$ cat config.mk
export PLATFORM = sky130hd
export DESIGN_NAME = calc_cmd_sequencer
export DESIGN_NICKNAME = d
export VERILOG_FILES = /design/src/rtl/calc_cmd_sequencer.sv
export SDC_FILE = /design/constraint.sdc
export NUM_CORES = 1
export LEC_CHECK = 0
export ABC_CLOCK_PERIOD_IN_PS = 8730
export CORE_MARGIN = 2
export CORE_UTILIZATION = 56
export CTS_CLUSTER_DIAMETER = 50
export CTS_CLUSTER_SIZE = 14
export DETAILED_ROUTE_END_ITERATION = 10
export PLACE_DENSITY = 0.9
export SLEW_MARGIN = 20
export SYNTH_ARGS = -nofsm -noshare
export SYNTH_HDL_FRONTEND = slang
export SYNTH_SLANG_ARGS = --single-unit
$ cat constraint.sdc
create_clock -name clock -period 8.73 [get_ports clock]
set_input_delay 1.746 -clock clock [delete_from_list [all_inputs] [get_ports clock]]
set_output_delay 1.746 -clock clock [all_outputs]
set_load 0.005 [all_outputs]
$ cat src/rtl/calc_cmd_sequencer.sv
// calc_cmd_sequencer: buffers keypad command codes in a small FIFO and issues
// them one at a time to the calculator core over its 2-bit status handshake.
// Core errors and stalls (timeouts) park the sequencer in ERROR until
// err_clear, after which the core is held in reset for RST_CYCLES cycles.
// Optional display shadow capture is enabled by defining CALC_SEQ_DISP_CAPTURE_EN.
module calc_cmd_sequencer #(
  parameter int unsigned DEPTH      = 8,
  parameter logic [3:0]  IDLE_CMD   = 4'hD,
  parameter int unsigned TIMEOUT    = 1024,
  parameter int unsigned RST_CYCLES = 4
) (
  input  logic                     clock,
  input  logic                     reset,
  input  logic                     key_valid,
  input  logic [3:0]               key_code,
  output logic                     key_ready,
  output logic [3:0]               cmd_out,
  output logic                     calc_reset,
  input  logic [1:0]               calc_status,
  input  logic [3:0]               calc_data,
  input  logic [3:0]               calc_pos,
  input  logic                     err_clear,
  output logic                     busy,
  output logic                     error,
  output logic                     err_timeout,
  output logic [$clog2(DEPTH):0]   fifo_count,
  output logic [31:0]              disp_digits,
  output logic                     disp_valid
);

  localparam int unsigned AW   = $clog2(DEPTH);
  localparam int unsigned TMAX = (TIMEOUT > RST_CYCLES) ? TIMEOUT : RST_CYCLES;
  localparam int unsigned TW   = $clog2(TMAX) + 1;

  localparam logic [TW-1:0] TMO_LAST = TW'(TIMEOUT - 1);
  localparam logic [TW-1:0] RST_LAST = TW'(RST_CYCLES - 1);
  localparam logic [AW:0]   FULL     = (AW + 1)'(DEPTH);

  localparam logic [1:0] ST_ERR   = 2'b00;
  localparam logic [1:0] ST_BUSY  = 2'b01;
  localparam logic [1:0] ST_READY = 2'b10;

  typedef enum logic [2:0] {
    S_IDLE,
    S_ISSUE,
    S_WAIT_BUSY,
    S_WAIT_READY,
    S_ERROR,
    S_RECOVER
  } state_e;

  state_e          state_q, state_d;
  logic [TW-1:0]   tmo_q, tmo_d;
  logic [3:0]      mem_q [DEPTH];
  logic [AW-1:0]   wptr_q, wptr_d;
  logic [AW-1:0]   rptr_q, rptr_d;
  logic [AW:0]     cnt_q, cnt_d;
  logic            key_ready_q;
  logic [3:0]      issued_q, issued_d;
  logic            error_q, error_d;
  logic            etmo_q, etmo_d;
  logic            push, pop, flush;
  logic [3:0]      head;

  assign head = mem_q[rptr_q];
  assign push = key_valid && key_ready_q;

  // Next-state decode; status 00 is checked before the timeout so a core
  // error is never reported as a timeout.
  always_comb begin
    state_d  = state_q;
    pop      = 1'b0;
    flush    = 1'b0;
    error_d  = error_q;
    etmo_d   = etmo_q;
    issued_d = issued_q;
    case (state_q)
      S_IDLE: begin
        if (calc_status == ST_ERR) begin
          state_d = S_ERROR;
          flush   = 1'b1;
          error_d = 1'b1;
          etmo_d  = 1'b0;
        end else if (cnt_q != '0 && calc_status == ST_READY) begin
          state_d = S_ISSUE;
        end
      end
      S_ISSUE: begin
        issued_d = head;
        pop      = 1'b1;
        state_d  = S_WAIT_BUSY;
      end
      S_WAIT_BUSY: begin
        if (calc_status == ST_ERR) begin
          state_d = S_ERROR;
          flush   = 1'b1;
          error_d = 1'b1;
          etmo_d  = 1'b0;
        end else if (tmo_q == TMO_LAST) begin
          state_d = S_ERROR;
          flush   = 1'b1;
          error_d = 1'b1;
          etmo_d  = 1'b1;
        end else if (calc_status == ST_BUSY) begin
          state_d = S_WAIT_READY;
        end
      end
      S_WAIT_READY: begin
        if (calc_status == ST_ERR) begin
          state_d = S_ERROR;
          flush   = 1'b1;
          error_d = 1'b1;
          etmo_d  = 1'b0;
        end else if (tmo_q == TMO_LAST) begin
          state_d = S_ERROR;
          flush   = 1'b1;
          error_d = 1'b1;
          etmo_d  = 1'b1;
        end else if (calc_status == ST_READY) begin
          state_d = S_IDLE;
        end
      end
      S_ERROR: begin
        if (err_clear) state_d = S_RECOVER;
      end
      S_RECOVER: begin
        if (tmo_q == RST_LAST) begin
          state_d = S_IDLE;
          flush   = 1'b1;
          error_d = 1'b0;
          etmo_d  = 1'b0;
        end
      end
      default: state_d = S_IDLE;
    endcase
  end

  // Saturating per-state cycle counter, cleared on every state change; it
  // times both the wait-state timeouts and the recovery reset pulse.
  always_comb begin
    if (state_d != state_q)  tmo_d = '0;
    else if (tmo_q == '1)    tmo_d = tmo_q;
    else                     tmo_d = tmo_q + TW'(1);
  end

  // FIFO pointer/count update; a flush overrides any push in the same cycle.
  always_comb begin
    wptr_d = wptr_q;
    rptr_d = rptr_q;
    cnt_d  = cnt_q;
    if (flush) begin
      wptr_d = '0;
      rptr_d = '0;
      cnt_d  = '0;
    end else begin
      if (push) wptr_d = wptr_q + AW'(1);
      if (pop)  rptr_d = rptr_q + AW'(1);
      cnt_d = cnt_q + (AW + 1)'(push) - (AW + 1)'(pop);
    end
  end

  // Control and FIFO bookkeeping registers.
  always_ff @(posedge clock or negedge reset) begin
    if (!reset) begin
      state_q     <= S_IDLE;
      tmo_q       <= '0;
      wptr_q      <= '0;
      rptr_q      <= '0;
      cnt_q       <= '0;
      key_ready_q <= 1'b1;
      issued_q    <= IDLE_CMD;
      error_q     <= 1'b0;
      etmo_q      <= 1'b0;
    end else begin
      state_q     <= state_d;
      tmo_q       <= tmo_d;
      wptr_q      <= wptr_d;
      rptr_q      <= rptr_d;
      cnt_q       <= cnt_d;
      key_ready_q <= (cnt_d != FULL);
      issued_q    <= issued_d;
      error_q     <= error_d;
      etmo_q      <= etmo_d;
    end
  end

  // FIFO storage; contents are don't-care while the count says empty.
  always_ff @(posedge clock) begin
    if (push && !flush) mem_q[wptr_q] <= key_code;
  end

  // Command output: FIFO head for the single ISSUE cycle, then the latched
  // code until the core reports busy.
  always_comb begin
    cmd_out = IDLE_CMD;
    case (state_q)
      S_ISSUE:     cmd_out = head;
      S_WAIT_BUSY: cmd_out = issued_q;
      default:     cmd_out = IDLE_CMD;
    endcase
  end

  assign key_ready   = key_ready_q;
  assign fifo_count  = cnt_q;
  assign busy        = (state_q != S_IDLE);
  assign error       = error_q;
  assign err_timeout = etmo_q;
  assign calc_reset  = (state_q == S_RECOVER);

`ifdef CALC_SEQ_DISP_CAPTURE_EN
  logic [31:0] disp_q, disp_d;
  logic [2:0]  seq_q, seq_d;
  logic        dvalid_q, dvalid_d;
  logic        cap;

  assign cap = (calc_status != ST_READY) && (calc_pos < 4'd8);

  // Shadow the scanned digit and track an in-order 0..7 scan; any
  // out-of-order position restarts tracking (at 1 if it was position 0).
  always_comb begin
    disp_d   = disp_q;
    seq_d    = seq_q;
    dvalid_d = 1'b0;
    if (cap) begin
      for (int unsigned i = 0; i < 8; i++) begin
        if (calc_pos[2:0] == 3'(i)) disp_d[4*i +: 4] = calc_data;
      end
      if (calc_pos[2:0] == seq_q) begin
        if (seq_q == 3'd7) begin
          dvalid_d = 1'b1;
          seq_d    = 3'd0;
        end else begin
          seq_d = seq_q + 3'd1;
        end
      end else begin
        seq_d = (calc_pos[2:0] == 3'd0) ? 3'd1 : 3'd0;
      end
    end
  end

  // Display shadow registers.
  always_ff @(posedge clock or negedge reset) begin
    if (!reset) begin
      disp_q   <= '0;
      seq_q    <= '0;
      dvalid_q <= 1'b0;
    end else begin
      disp_q   <= disp_d;
      seq_q    <= seq_d;
      dvalid_q <= dvalid_d;
    end
  end

  assign disp_digits = disp_q;
  assign disp_valid  = dvalid_q;
`else
  logic [7:0] unused_disp;
  assign unused_disp = {calc_data, calc_pos};
  assign disp_digits = '0;
  assign disp_valid  = 1'b0;
`endif

endmodule

# After elaboration in Yosys (flattened, before gate mapping)
# Memory sizes are Yosys's and may differ from the RTL's.
# Index checks and enable logic that the tools add are counted.
[classes]
n_reduce_logical = 13
addsub = 5
n_eq_ne = 16
n_mux = 35
[ops]
columns = ["operator", "n"]
rows = [
  ["$mux 3", 14],
  ["$mux 11", 2],
  ["$pmux 3 s6", 1],
  ["$mux 1", 13],
  ["$add 11x1->11 const B", 1],
  ["$eq 11x10->1 const B", 1],
  ["$eq 11x11->1 const B", 1],
  ["$eq 11x2->1 const B", 1],
  ["$pmux 1 s3", 3],
  ["$pmux 4 s2", 1],
  ["$add 3x1->3 const B", 2],
  ["$eq 3x2->1 const B", 2],
  ["$eq 3x3->1 const B", 2],
  ["$reduce_bool 3->1", 2],
  ["$add 4x1->4", 1],
  ["$mux 4", 1],
  ["$ne 2x2->1 const B", 2],
  ["$ne 4x4->1 const B", 1],
  ["$reduce_and 4->1", 1],
  ["$reduce_bool 2->1", 2],
  ["$reduce_bool 4->1", 1],
  ["$sub 4x1->4", 1],
  ["$eq 3x1->1 const B", 1],
  ["$logic_and 1x1->1", 3],
  ["other kinds (9)", 9],
]
[word_totals]
mem_count = 1
wordCells = 79
ramBits = 32
output_inout_bits = 46
register_bits = 31
[memory_table]
columns = ["name", "depth", "width", "rd", "rd_ports_with_merged_regs", "write_ports", "line_no", "source"]
rows = [
  ["mem_q", 8, 4, 1, 0, 1, "54", "logic [3:0] mem_q [DEPTH];"],
]

# Longest topological paths before layout
[depth]
ltp_word = 8
ltp_mapped = 11
depth_no_buf = 10

# Least setup slack after synthesis
# No wires, ideal clock.
[synth_timing]
kind = "input-to-reg"
startpoint = "input port key_valid"
endpoint = "register key_ready_q (netlist: key_ready)"
setup_time_ns = 0.088
required_ns = 8.642
t_arrival_ns = 3.557
setup_slack_ns = 5.085
stages = 11
path_cell_list = "and2_1 -> clkbuf_1 -> inv_1 -> ha_1 -> inv_1 -> ha_1 -> inv_1 -> fa_1 -> xor2_1 -> nand3_1 -> or3_1"
[synth_between]
elab_chain_len = 5
[synth_rtl]
columns = ["item", "line_no", "source"]
rows = [
  ["start: declaration", "14", "input logic key_valid,"],
  ["$logic_and 1x1->1", "66", "assign push = key_valid && key_ready_q;"],
  ["$add 4x1->4", "158", "cnt_d = cnt_q + (AW + 1)'(push) - (AW + 1)'(pop);"],
  ["$sub 4x1->4", "158", ""],
  ["$mux 4", "151", "if (flush) begin"],
  ["$ne 4x4->1", "180", "key_ready_q <= (cnt_d != FULL);"],
  ["end signal: assignment", "180", ""],
  ["end: declaration", "58", "logic key_ready_q;"],
]
# No other way between the ends.
# A chain may end at the register's enable or synchronous reset.

# Final worst setup path
[layout_timing]
startpoint = "register rptr_q[0]"
endpoint = "output port cmd_out[1]"
[layout_between]
elab_chain_len = 2
[layout_rtl]
columns = ["item", "line_no", "source"]
rows = [
  ["start: declaration", "56", "logic [AW-1:0] rptr_q, rptr_d;"],
  ["start signal: assignment", "178", "rptr_q <= rptr_d;"],
  ["$mem_v2 8x4", "n/a", ""],
  ["$pmux 4 s2", "196", "case (state_q)"],
  ["end: declaration", "17", "output logic [3:0] cmd_out,"],
]
# No other way between the ends.

==> run summary <==
Entering global routing, the biggest net connects 32 pins. For the combinational cell fraction of total power, the log shows 0.376. The number of filler instances in the final layout is 445, and the buffer levels on the longest clock path is 2. In this run the power spent charging and discharging nets is 413 uW.

In this run, synthesis inferred 32 flip-flops with an integrated enable. In this run the worst path has a maximum fanout of 10. The portion of the clock cycle consumed by the worst path in the final layout came out at 0.490. The post-CTS clock slew at the launch and capture registers of the worst setup and hold paths came out at 80 ps.

The repair_antennas step left the layout with diodes totalling 0. Across the VDD grid, the largest voltage drop is 226 uV. The logs give 28 for the number of standard-cell rows in the floorplan and 0 for the number of max-cap violations.

The upper clock frequency limit is 234 MHz. TritonCTS built the clock tree. Starting density of the core: 0.579. Setup violations remaining at the end of the flow were counted as 0. The run gives 0 as the number of antenna violations at the first check in global routing. The cell at the root of the clock tree is sky130_fd_sc_hd__clkbuf_8. The quantity of gates resized following cts is 0. Leaving out fill and tap cells, the most frequent cells in the layout are 33 x sky130_fd_sc_hd__conb_1, 32 x sky130_fd_sc_hd__edfxtp_1, 27 x sky130_fd_sc_hd__dfrtp_1, 22 x sky130_fd_sc_hd__clkdlybuf4s50_1, 17 x sky130_fd_sc_hd__nor2_1. Dividing the detail-routed via count by the number of cells gives 5.61.

The run gives 62 as the distinct cell type count after synthesis. The post-CTS setup buffer count was 0. After layout, the worst setup slack is 4450 ps. The power density over cell area was 298 nW/um2; the via count of the first global-routing pass was 2031. The longest individual stage delay on the worst path is 720 ps, and the shortest period the worst path allows is 4280 ps. The portion of total power attributed to sequential cells came out at 0.416. The total core area was 5920 um2; the half-perimeter wire length of the detailed placement result was 4.23 mm. The first global-routing pass estimated 9.45 mm of wire. Clock latency on the worst-skew pair, taken at its later pin, is 340 ps.

The run gives 6760 um2 as the total die area. The fraction of registers with async set/reset is 0.492. Path category of the worst min-delay check: register to register. The slowest stage of the critical path is the sky130_fd_sc_hd__dfrtp_1 cell.

For the total wirelength of the detailed-routed design, the log shows 5.97 mm. For the cell count after synthesis, the log shows 282. The kind of end point of the critical path is an output pin. The signal on the critical path passes through mux4_2 -> mux2_2 -> nand2_1 -> o31ai_1 -> clkdlybuf4s50_1.

The number of clock buffers added by TritonCTS is 9. The run finished with clean final reports. For the number of DRC violations after detailed routing, the log shows 0. In the final design database the tool counted 328 nets. In this run, the number of DRC markers left after iteration 0 of detailed routing was 84. The most used flip-flop cell after synthesis was sky130_fd_sc_hd__edfxtp_1.

Data arrives at the worst endpoint at 2530 ps. The routed length per placed instance is 15.7 um, and the floorplan die width is 82.2 um. The count of buffers added on input and output ports is 22. The final core utilization came out at 0.628.

The tools report the number of antenna-violating nets in the routed design as 0. The leading cell type in the layout, fill and taps excluded was sky130_fd_sc_hd__conb_1. The endpoint required time on the critical path was 6980 ps.

From synthesis to final layout, the design area changed by 8.47%. Pin placement for this block handled 64 I/O pins. For this run, the detailed router's first-pass iteration total came to 4. The worst setup path is launched from a register.

The clock network fraction of total power was 0.208. The worst setup path is of the register to output pin kind. Setup repair after global routing left no endpoint under its margin.

The synthesized area per cell was 12.2 um2; the static power due to leakage was 1.44 nW. From bottom edge to top edge, the die measures 82.2 um. The total overflow left after global routing is 0.

Across the whole layout, storage elements account for 1740 um2. Switching share of power: 0.372. The overall via count from detail_route is 2137, and the sequential-to-total area share from yosys stat is 0.508.

The CTS sink count came out at 63. The number of warnings printed during yosys synthesis was 0. The actual transition at the worst max-transition pin was 1030 ps; the weighted congestion at the end of routability-driven global placement was 0.862.

The fraction of layout instances using a drive strength above 1 was 0.176; the area of combinational cells with multiple inputs was 1410 um2. Summing every instance area after synthesis gives 3430 um2. Internal power comes to 697 uW. For the worst slack after detailed placement, the log shows 4300 ps.

For the normalized max-slew margin, the log shows 0.304. The tools report the number of pins exceeding their max-slew limit in the final report as 0. The register bit count reported by yosys is 63, and the sum of negative setup slack is 0 ps. The count of H-tree levels built during CTS is 3, and the hold violation total from the final report is 0.

The clock arrives with 6.36 ps of skew. The overall fraction of global-route tracks in use was 0.191. The count of hold-fix buffers inserted at cts was 0.
## through the flow
stage	total power [mW]	hold slack (ps)	cell area, um2	instances
3_3_place_gp	0.849	518	3530	365
5_1_grt	1.17	555	3720	381
3_5_place_dp	0.876	536	3530	365
4_1_cts	1.11	546	3710	381
2_1_floorplan	0.769	505	3550	314
6_report	1.11	540	3720	381
## layout make-up
class,instances,area share
inverter,15,0.0151
clock buffer,9,0.0333
multi-input combinational,188,0.379
sequential,63,0.468
clock inverter,7,0.0155
tap,75,0.0252
timing repair buffer,24,0.0633
## critical path: cells and delay by family (launching register included)
| kind | cells | cell delay, ps |
|---|---|---|
| AOI/OAI and AO/OA | 1 | 70 |
| buffers and inverters | 1 | 460 |
| DFF | 1 | 720 |
| muxes | 2 | 860 |
| and+or+nand+nor | 1 | 80 |
## registers in the layout, indices dropped and copies added (netlist names)
register and flops:
mem_q 32, tmo_q 11, fifo_count 4, issued_q 4, rptr_q 3, state_q 3, wptr_q 3, err_timeout 1
error 1, key_ready 1
## layer usage
metal / vias to the layer above / share of wire / track usage
li1: 1008 / - / -
met1: 1054 / 0.40 / 0.227
met2: 63 / 0.54 / 0.330
met3: 12 / 0.045 / 0.0511
met4: 0 / 0.015 / 0.0767
met5: - / 0 / 0
## final timing paths
| path | startpoint | to | slack (ps) | cells past startpoint |
|---|---|---|---|---|
| max | rptr_q[0] | cmd_out[1] | 4450 | 5 |
| min | error | error | 540 | 2 |
| max reg2reg | tmo_q[0] | mem_q[5][0] | 5720 | 5 |
| min reg2reg | error | error | 540 | 2 |
| max in group asynchronous | reset | issued_q[2] | 6590 | 2 |
| min in group asynchronous | reset | tmo_q[2] | 1800 | 2 |
## logic make-up (layout without fill, tap and decap cells)
logic type | after synthesis | count (layout) | synth area share
AOI/OAI and AO/OA | 38 | 38 | 0.0880
xor gates and xnor gates | 7 | 7 | 0.0179
adders and majority gates | 9 | 9 | 0.0350
buffers and inverters | 63 | 55 | 0.118
DFF | 63 | 63 | 0.508
muxes | 15 | 15 | 0.0734
other | 1 | 33 | 0.00109
and+or+nand+nor | 86 | 86 | 0.159
## cell usage after synthesis, types with 6 or more instances
| library cell | count | area [um2] |
|---|---|---|
| sky130_fd_sc_hd__nand2_1 | 15 | 56.3 |
| sky130_fd_sc_hd__mux2i_1 | 6 | 60.1 |
| sky130_fd_sc_hd__inv_1 | 15 | 56.3 |
| sky130_fd_sc_hd__nor4_2 | 9 | 113 |
| sky130_fd_sc_hd__o21ai_0 | 8 | 40.0 |
| sky130_fd_sc_hd__edfxtp_1 | 32 | 961 |
| sky130_fd_sc_hd__ha_1 | 8 | 100 |
| sky130_fd_sc_hd__nor2_1 | 17 | 63.8 |
| sky130_fd_sc_hd__dfrtp_1 | 27 | 676 |
| sky130_fd_sc_hd__buf_4 | 34 | 255 |
| sky130_fd_sc_hd__mux4_2 | 8 | 180 |
| sky130_fd_sc_hd__nand3_1 | 8 | 40.0 |
| sky130_fd_sc_hd__nor3_1 | 8 | 40.0 |
## power by group through the flow
stage,Clock [mW],Combinational [mW],Sequential (mW)
floorplan,0,0.346,0.423
global placement,0,0.388,0.461
detailed placement,0,0.409,0.467
CTS,0.235,0.416,0.461
global route,0.248,0.454,0.473
finish,0.231,0.418,0.461
Power figures use the tool's default switching activity.
